### config.mk
export PLATFORM = sky130hd
export DESIGN_NAME = flag_unit_flat
export DESIGN_NICKNAME = d
export VERILOG_FILES = /design/src/rtl/flag_unit_pkg.sv /design/src/rtl/flag_unit_if.sv /design/src/rtl/flag_unit_br_cond_eval.sv /design/src/rtl/flag_unit.sv /design/src/flat_wrapper.sv
export SDC_FILE = /design/constraint.sdc
export NUM_CORES = 1
export LEC_CHECK = 0
export ABC_CLOCK_PERIOD_IN_PS = 4740
export CAP_MARGIN = 20
export CORE_AREA = 2 2 39 41
export CTS_CLUSTER_SIZE = 30
export DETAILED_ROUTE_END_ITERATION = 6
export DIE_AREA = 0 0 41 43
export MAX_ROUTING_LAYER = met4
export PLACE_DENSITY = 0.64
export SETUP_SLACK_MARGIN = 0.2
export SLEW_MARGIN = 30
export SYNTH_ARGS = -nofsm -noshare
export SYNTH_HDL_FRONTEND = slang
export SYNTH_SLANG_ARGS = --single-unit
### constraint.sdc
create_clock -name clk -period 4.74 [get_ports clk]
set_input_delay 0.948 -clock clk [delete_from_list [all_inputs] [get_ports clk]]
set_output_delay 0.948 -clock clk [all_outputs]
set_load 0.02 [all_outputs]
### src/rtl/flag_unit_pkg.sv
// Shared encodings for the flag unit: ALU ops, flag bit positions,
// branch condition codes and which flags each op is allowed to write.
package flag_unit_pkg;

  localparam logic [2:0] OP_ADD    = 3'b000;
  localparam logic [2:0] OP_SUB    = 3'b001;
  localparam logic [2:0] OP_PADDSB = 3'b010;
  localparam logic [2:0] OP_RED    = 3'b011;
  localparam logic [2:0] OP_SLL    = 3'b100;
  localparam logic [2:0] OP_SRA    = 3'b101;
  localparam logic [2:0] OP_ROR    = 3'b110;
  localparam logic [2:0] OP_XOR    = 3'b111;

  localparam int FLAG_N = 0;
  localparam int FLAG_V = 1;
  localparam int FLAG_Z = 2;

  localparam logic [2:0] COND_NEQ    = 3'b000;
  localparam logic [2:0] COND_EQ     = 3'b001;
  localparam logic [2:0] COND_GT     = 3'b010;
  localparam logic [2:0] COND_LT     = 3'b011;
  localparam logic [2:0] COND_GTE    = 3'b100;
  localparam logic [2:0] COND_LTE    = 3'b101;
  localparam logic [2:0] COND_OVFL   = 3'b110;
  localparam logic [2:0] COND_UNCOND = 3'b111;

  // Entry k is the write mask for op k; bit order matches the flag vector.
  localparam logic [7:0][2:0] UPD_MASK = {
    3'b100,   // XOR
    3'b100,   // ROR
    3'b100,   // SRA
    3'b100,   // SLL
    3'b000,   // RED
    3'b000,   // PADDSB
    3'b111,   // SUB
    3'b111    // ADD
  };

  function automatic logic [2:0] upd_mask_of(input logic [2:0] op);
    return UPD_MASK[op];
  endfunction

endpackage

### src/rtl/flag_unit_if.sv
// EX/decode-side signals of the flag unit; master drives the pipeline side.
interface flag_unit_if;
  logic [2:0] alu_ctl;
  logic [2:0] alu_flags;
  logic       ex_valid;
  logic       ex_stall;
  logic       ex_flush;
  logic       br_valid;
  logic [2:0] br_cond;
  logic [2:0] flags_q;
  logic [2:0] flags_eff;
  logic [2:0] upd_mask;
  logic       br_taken;

  modport master (
    output alu_ctl, alu_flags, ex_valid, ex_stall, ex_flush, br_valid, br_cond,
    input  flags_q, flags_eff, upd_mask, br_taken
  );

  modport slave (
    input  alu_ctl, alu_flags, ex_valid, ex_stall, ex_flush, br_valid, br_cond,
    output flags_q, flags_eff, upd_mask, br_taken
  );
endinterface

### src/rtl/flag_unit_br_cond_eval.sv
// Combinational branch condition evaluator over an N/V/Z flag vector.
module br_cond_eval
  import flag_unit_pkg::*;
(
  input  logic [2:0] flags,
  input  logic [2:0] cond,
  input  logic       valid,
  output logic       taken
);

  logic n, v, z;

  always_comb begin
    n = flags[FLAG_N];
    v = flags[FLAG_V];
    z = flags[FLAG_Z];
    taken = 1'b0;
    if (valid) begin
      case (cond)
        COND_NEQ:    taken = ~z;
        COND_EQ:     taken = z;
        COND_GT:     taken = ~z & ~n;
        COND_LT:     taken = n;
        COND_GTE:    taken = z | ~n;
        COND_LTE:    taken = n | z;
        COND_OVFL:   taken = v;
        default:     taken = 1'b1;
      endcase
    end
  end

endmodule

### src/rtl/flag_unit.sv
// Architectural N/V/Z flag register with same-cycle forwarding to the
// decode-stage branch evaluator.
module flag_unit
  import flag_unit_pkg::*;
(
  input  logic        clk,
  input  logic        rst,
  flag_unit_if.slave  bus
);

  logic       commit;
  logic [2:0] upd_mask;
  logic [2:0] flags_d;
  logic [2:0] flags_q_q;
  logic       br_taken;

  // flags_d doubles as the forwarded view: it is what the register will hold next.
  always_comb begin
    commit   = bus.ex_valid & ~bus.ex_stall & ~bus.ex_flush;
    upd_mask = commit ? upd_mask_of(bus.alu_ctl) : 3'b000;
    for (int i = 0; i < 3; i++) begin
      flags_d[i] = upd_mask[i] ? bus.alu_flags[i] : flags_q_q[i];
    end
  end

  always_ff @(posedge clk) begin
    if (rst) begin
      flags_q_q <= 3'b000;
    end else begin
      for (int i = 0; i < 3; i++) begin
        if (upd_mask[i]) flags_q_q[i] <= bus.alu_flags[i];
      end
    end
  end

  br_cond_eval u_br_cond_eval (
    .flags (flags_d),
    .cond  (bus.br_cond),
    .valid (bus.br_valid),
    .taken (br_taken)
  );

  assign bus.flags_q   = flags_q_q;
  assign bus.flags_eff = flags_d;
  assign bus.upd_mask  = upd_mask;
  assign bus.br_taken  = br_taken;

endmodule

### src/flat_wrapper.sv
// flat-port wrapper written by rule: the top's interface ports become plain ports
module flag_unit_flat import flag_unit_pkg::*;
  (clk, rst, bus_alu_ctl, bus_alu_flags, bus_ex_valid, bus_ex_stall, bus_ex_flush, bus_br_valid, bus_br_cond, bus_flags_q, bus_flags_eff, bus_upd_mask, bus_br_taken);
  flag_unit_if bus_i ();
  input  logic clk;
  input  logic rst;
  input wire logic [$bits(bus_i.alu_ctl)-1:0] bus_alu_ctl;
  input wire logic [$bits(bus_i.alu_flags)-1:0] bus_alu_flags;
  input wire logic [$bits(bus_i.ex_valid)-1:0] bus_ex_valid;
  input wire logic [$bits(bus_i.ex_stall)-1:0] bus_ex_stall;
  input wire logic [$bits(bus_i.ex_flush)-1:0] bus_ex_flush;
  input wire logic [$bits(bus_i.br_valid)-1:0] bus_br_valid;
  input wire logic [$bits(bus_i.br_cond)-1:0] bus_br_cond;
  output wire logic [$bits(bus_i.flags_q)-1:0] bus_flags_q;
  output wire logic [$bits(bus_i.flags_eff)-1:0] bus_flags_eff;
  output wire logic [$bits(bus_i.upd_mask)-1:0] bus_upd_mask;
  output wire logic [$bits(bus_i.br_taken)-1:0] bus_br_taken;
  assign bus_i.alu_ctl = bus_alu_ctl;
  assign bus_i.alu_flags = bus_alu_flags;
  assign bus_i.ex_valid = bus_ex_valid;
  assign bus_i.ex_stall = bus_ex_stall;
  assign bus_i.ex_flush = bus_ex_flush;
  assign bus_i.br_valid = bus_br_valid;
  assign bus_i.br_cond = bus_br_cond;
  assign bus_flags_q = bus_i.flags_q;
  assign bus_flags_eff = bus_i.flags_eff;
  assign bus_upd_mask = bus_i.upd_mask;
  assign bus_br_taken = bus_i.br_taken;
  flag_unit u_core (.clk(clk), .rst(rst), .bus(bus_i));
endmodule
After elaboration in Yosys (flattened, before gate mapping)
Memory sizes are Yosys's and may differ from the RTL's.
Cells that the tools add are included.
Widths: inputs -> output; s select.
{"block": "totals", "reg_bits": 3, "in_bits": 15, "output_inout_bits": 10, "n_memories": 1, "word_cells": 26, "rom_bits": 24}
{"name": "(no name shown)", "depth": 8, "word_bits": 3, "read_ports": 1, "rd_ports_with_merged_regs": 0, "wr": 0, "line": "flag_unit_pkg.sv:40", "text": "return UPD_MASK[op];"}
{"block": "classes", "n_lt_le_gt_ge": 1, "n_eq_ne": 6, "bitwise": 9, "reduce_logical": 1, "mux": 7}
{"cell": "$eq 3x3->1 const B", "count": 3}
{"cell": "$pmux 1 s7", "count": 1}
{"cell": "$eq 3x2->1 const B", "count": 2}
{"cell": "$mux 3", "count": 2}
{"cell": "$lt 3x4->1 const B", "count": 1}
{"cell": "$mux 1", "count": 4}
{"cell": "$not 1->1", "count": 4}
{"cell": "$and 1x1->1", "count": 3}
{"cell": "$eq 3x1->1 const B", "count": 1}
{"cell": "$logic_not 3->1", "count": 1}
{"cell": "$or 1x1->1", "count": 2}

Longest topological paths before layout
{"block": "depth", "ltp_word": 9, "mapped_depth": 6, "depth_no_buf": 6}

Hierarchy
A second synthesis with hierarchy kept.
{"block": "hier_totals", "hier_cells": 29, "hier_area_um2": 290.3}
{"mod": "flag_unit", "cells_each": 20, "instances": 1, "seq_area_each_um2": 60.1, "area_per_inst_um2": 216.5}
{"mod": "br_cond_eval", "cells_each": 9, "instances": 1, "seq_area_each_um2": 0.0, "area_per_inst_um2": 73.8}

Least setup slack after synthesis
OpenSTA, ideal clock, no wires.
{"block": "synth_path", "path_kind": "input-to-output", "startpoint": "input bus_ex_stall", "endpoint": "output bus_br_taken", "setup_slack_ps": 901, "arrival_time_ps": 2891, "required_time_ps": 3792, "n_path_buf": 0, "stages": 5, "cell_sequence": "or3b_1 a21oi_1 mux2_2 a2111oi_0 o31a_1"}
{"block": "synth_via", "elab_chain_len": 9, "word_cells_on_any_way": 14, "classes_between": "mux (6); bitwise (8)"}
{"element": "start, declared", "line": "flat_wrapper.sv:10", "text": "input wire logic [$bits(bus_i.ex_stall)-1:0] bus_ex_stall;"}
{"element": "$not 1->1 (*)", "line": "flag_unit.sv:19", "text": "commit = bus.ex_valid & ~bus.ex_stall & ~bus.ex_flush;"}
{"element": "$and 1x1->1 (*) (2 in a row)", "line": "flag_unit.sv:19"}
{"element": "$mux 3 (*)", "line": "flag_unit.sv:20", "text": "upd_mask = commit ? upd_mask_of(bus.alu_ctl) : 3'b000;"}
{"element": "named net bus_upd_mask[2]", "line": "flat_wrapper.sv:16", "text": "output wire logic [$bits(bus_i.upd_mask)-1:0] bus_upd_mask;"}
{"element": "$mux 1 (*)", "line": "flag_unit.sv:22", "text": "flags_d[i] = upd_mask[i] ? bus.alu_flags[i] : flags_q_q[i];"}
{"element": "named net bus_flags_eff[2]", "line": "flat_wrapper.sv:15", "text": "output wire logic [$bits(bus_i.flags_eff)-1:0] bus_flags_eff;"}
{"element": "$not 1->1", "line": "flag_unit_br_cond_eval.sv:20, flag_unit_br_cond_eval.sv:22"}
{"element": "$and 1x1->1", "line": "flag_unit_br_cond_eval.sv:22", "text": "COND_GT: taken = ~z & ~n;"}
{"element": "$pmux 1 s7 (*)", "line": "flag_unit_br_cond_eval.sv:19", "text": "case (cond)"}
{"element": "$mux 1 (*)", "line": "flag_unit_br_cond_eval.sv:18", "text": "if (valid) begin"}
{"element": "end, declared", "line": "flat_wrapper.sv:17", "text": "output wire logic [$bits(bus_i.br_taken)-1:0] bus_br_taken;"}
Mark *: on every way through the listed nets, which the timed path passes. The rest lies on a longest branch.

Worst setup path after layout
{"block": "layout_path", "startpoint": "input bus_ex_valid", "endpoint": "output bus_br_taken"}
{"block": "layout_via", "elab_chain_len": 8, "word_cells_on_any_way": 13, "classes_between": "mux (6); bitwise (7)"}
{"element": "start, declared", "line": "flat_wrapper.sv:9", "text": "input wire logic [$bits(bus_i.ex_valid)-1:0] bus_ex_valid;"}
{"element": "$and 1x1->1 (*) (2 in a row)", "line": "flag_unit.sv:19"}
{"element": "$mux 3 (*)", "line": "flag_unit.sv:20"}
{"element": "$mux 1", "line": "flag_unit.sv:22"}
{"element": "$not 1->1 (on tied branches)", "line": "flag_unit_br_cond_eval.sv:22, flag_unit_br_cond_eval.sv:24, flag_unit_br_cond_eval.sv:20"}
{"element": "$or 1x1->1 / $and 1x1->1 (equally long branches)", "line": "flag_unit_br_cond_eval.sv:24, flag_unit_br_cond_eval.sv:22"}
{"element": "$pmux 1 s7 (*)", "line": "flag_unit_br_cond_eval.sv:19"}
{"element": "$mux 1 (*)", "line": "flag_unit_br_cond_eval.sv:18"}
Mark *: on every way between the ends. The rest lies on a longest branch, timed or not.

==> flow_summary.yaml <==
status:
  status: "complete, no violations"
grt:
  grt_pass1_wl_um: 1020
  grt_max_degree: 7
  grt_pass1_vias: 279
  grt_use_total_pct: 8.93
  grt-ovfl-total: 0
  antenna_found_initial: 0
worst_setup_path:
  path_delay_family: "buffers and inverters"
  crit_path_cell_trace: "clkdlybuf4s50_1 -> or3b_1 -> or3_4 -> mux2_4 -> o31ai_2 -> a21boi_1 -> o31a_1 -> dlygate4sd2_1"
  crit_fanout: 6
  crit_buf_inv: 2
  slowest_delay_ns: 0.44
  crit_path_start_kind: "input pin"
  critical_path_arrival_ns: 3.38
  required_ns: 3.79
  slowest_stage: "clkdlybuf4s50_1"
  endpoint_kind: "primary output"
  crit_type: "input pin to primary output"
clock_tree:
  htree_levels: 1
  clockBufferDepth: 2
  cts_tree: "done"
  cts_buffers: 3
  clkTransAtPathRegs_ns: 0.04
  clk_latency_ns: 0.23
  cts_root_buf: "clkbuf_4"
  cts.sinks: 3
  hold_buffers: 0
logic_synthesis:
  syn_inst: 24
  ys_warn_count: 0
  syn_area_sq_um: 223
  ys_ff_latch: 3
  yosysUniqueCellTypes: 17
  syn_nets: 39
  yosysSeqAreaShare_pct: 27.0
  synth_area_per_cell_sq_um: 9.28
placed_design:
  io_buffer_count: 23
  placed_area_sq_um: 465
  place.gp.congestion: 0.620
  dpl.hpwl_um: 536
  place_ws_ns: 0.134
sta:
  fin_crit_sh_pct: 91.4
  fin_tns_setup_ns: 0
  fmax_mhz: 231
  max_slew_margin_pct: 76.8
  setup_ws_ns: 0.409
  slew_violations: 0
  fin_skew_ns: 0
  period_needed_ns: 4.33
  tightest_slew_ns: 0.340
  finalSetupViolations: 0
  hold_viol: 0
  rsz0062_at_grt: "no"
drt:
  num_vias: 274
  firstDrtPassIters: 3
  routedWlPerCell_um: 10.2
  wl_um: 676
  drt-initial-drc-count: 1
  postRouteAntennaNets: 0
  drcViolationCount: 0
  vias_per_cell: 4.15
floorplan:
  dieWidth_um: 41
  start_util_pct: 16.1
  core_area_sq_mm: 0.00138
  ios: 25
  die_h_um: 43
  rows: 14
  dieArea_sq_mm: 0.00176
finish:
  fin_area_sq_um: 490
  n_antenna_cell: 0
  drive_gt1_share_pct: 14.0
  num-fill-cells: 153
  nNetsFinal: 66
  final_util_pct: 35.4
  syn2layout_area_growth_pct: 120
  largest_reg_flops: 3
run:
  cap_violations: 0
power:
  total_power_mw: 0.0982
  vdd_ir_drop_max_uv: 86.0
  leakagePower_nw: 0.211
  powerDensity_mw_per_mm2: 200
min_path:
  worstHoldPathType: "flop to flop"
==> power breakdown <==
group          internal (mW)  total [mW]  switching [mW]
Combinational         0.0167      0.0265         0.00977
Clock                 0.0316      0.0457          0.0141
Sequential            0.0258      0.0260        0.000199
==> Yosys cell counts, drive strengths merged <==
library cell | n | share of area (%)
o31ai | 1 | 5.6
a221oi | 1 | 3.9
buf | 1 | 3.4
mux2i | 2 | 9.0
inv | 3 | 5.1
a2111oi | 1 | 3.9
nor2b | 2 | 5.6
mux2 | 2 | 12
nand2b | 1 | 2.8
a21oi | 1 | 2.2
or3 | 1 | 5.1
o31a | 1 | 3.9
dfxtp | 3 | 27
or3b | 1 | 3.9
a21boi | 1 | 3.4
nor2 | 2 | 3.4
==> area by class of cell <==
| type | count | area [sq um] | share of cell area, % |
|---|---|---|---|
| Sequential cell | 3 | 60.1 | 12.2 |
| Multi-Input combinational cell | 17 | 144 | 29.3 |
| Clock buffer | 4 | 26.3 | 5.36 |
| Tap cell | 16 | 20.0 | 4.08 |
| Timing Repair Buffer | 23 | 229 | 46.7 |
| Inverter | 3 | 11.3 | 2.30 |
==> path summary, 6_finish.rpt <==
path              slack, ns  cells after the start             startpoint                    end
hold reg to reg        0.60                      2  u_core.bus.flags_q[1]  u_core.bus.flags_q[1]
setup reg to reg       3.88                      2  u_core.bus.flags_q[2]  u_core.bus.flags_q[2]
setup / recovery       0.41                      8           bus_ex_valid           bus_br_taken
hold / removal         0.60                      2  u_core.bus.flags_q[1]  u_core.bus.flags_q[1]
==> timing repair <==
action                                  CTS  global route
setup buffers                             0             0
resized for setup                         1             0
endpoints found under the setup margin    1             0
==> kinds of logic after synthesis <==
logic type	after synthesis	share of synthesized area, %
buffers and inverters	4	8.43
flip-flops	3	27.0
AO/OA/AOI/OAI	6	23.0
AND/OR/NAND/NOR	7	20.8
multiplexers	4	20.8
==> per-layer routing <==
layer	vias up	wire [um]	track usage, %
li1	138	-	-
met4	0	0	6.00
met5	-	0	-
met1	121	232	8.31
met2	15	347	14.1
met3	0	95	3.66
==> metrics by stage <==
stage / hold slack (ns) / cells
floorplan: 0.666 / 24
global placement: 0.569 / 62
detailed placement: 0.585 / 62
CTS: 0.616 / 66
global route: 0.665 / 66
finish: 0.595 / 66
==> cells in the final DEF, fill, tap and decap left out <==
master / n
nor2_1: 2
clkbuf_1: 1
clkdlybuf4s50_1: 22
clkbuf_4: 3
o31a_1: 1
dlygate4sd2_1: 1
a221oi_1: 1
dfxtp_1: 3
a21boi_1: 1
inv_1: 3
a21oi_1: 1
or3b_1: 1
nand2b_1: 1
mux2_4: 1
mux2i_1: 2
nor2b_1: 2
or3_4: 1
a2111oi_0: 1
o31ai_2: 1
mux2_2: 1
==> tightest hold or removal path: cells and delay by family, from the launching register on <==
kind / cells / cell delay [ns]
mux: 1 / 0.12
simple gates: 1 / 0.12
flops: 1 / 0.32
(Power assumes the default switching activity.)
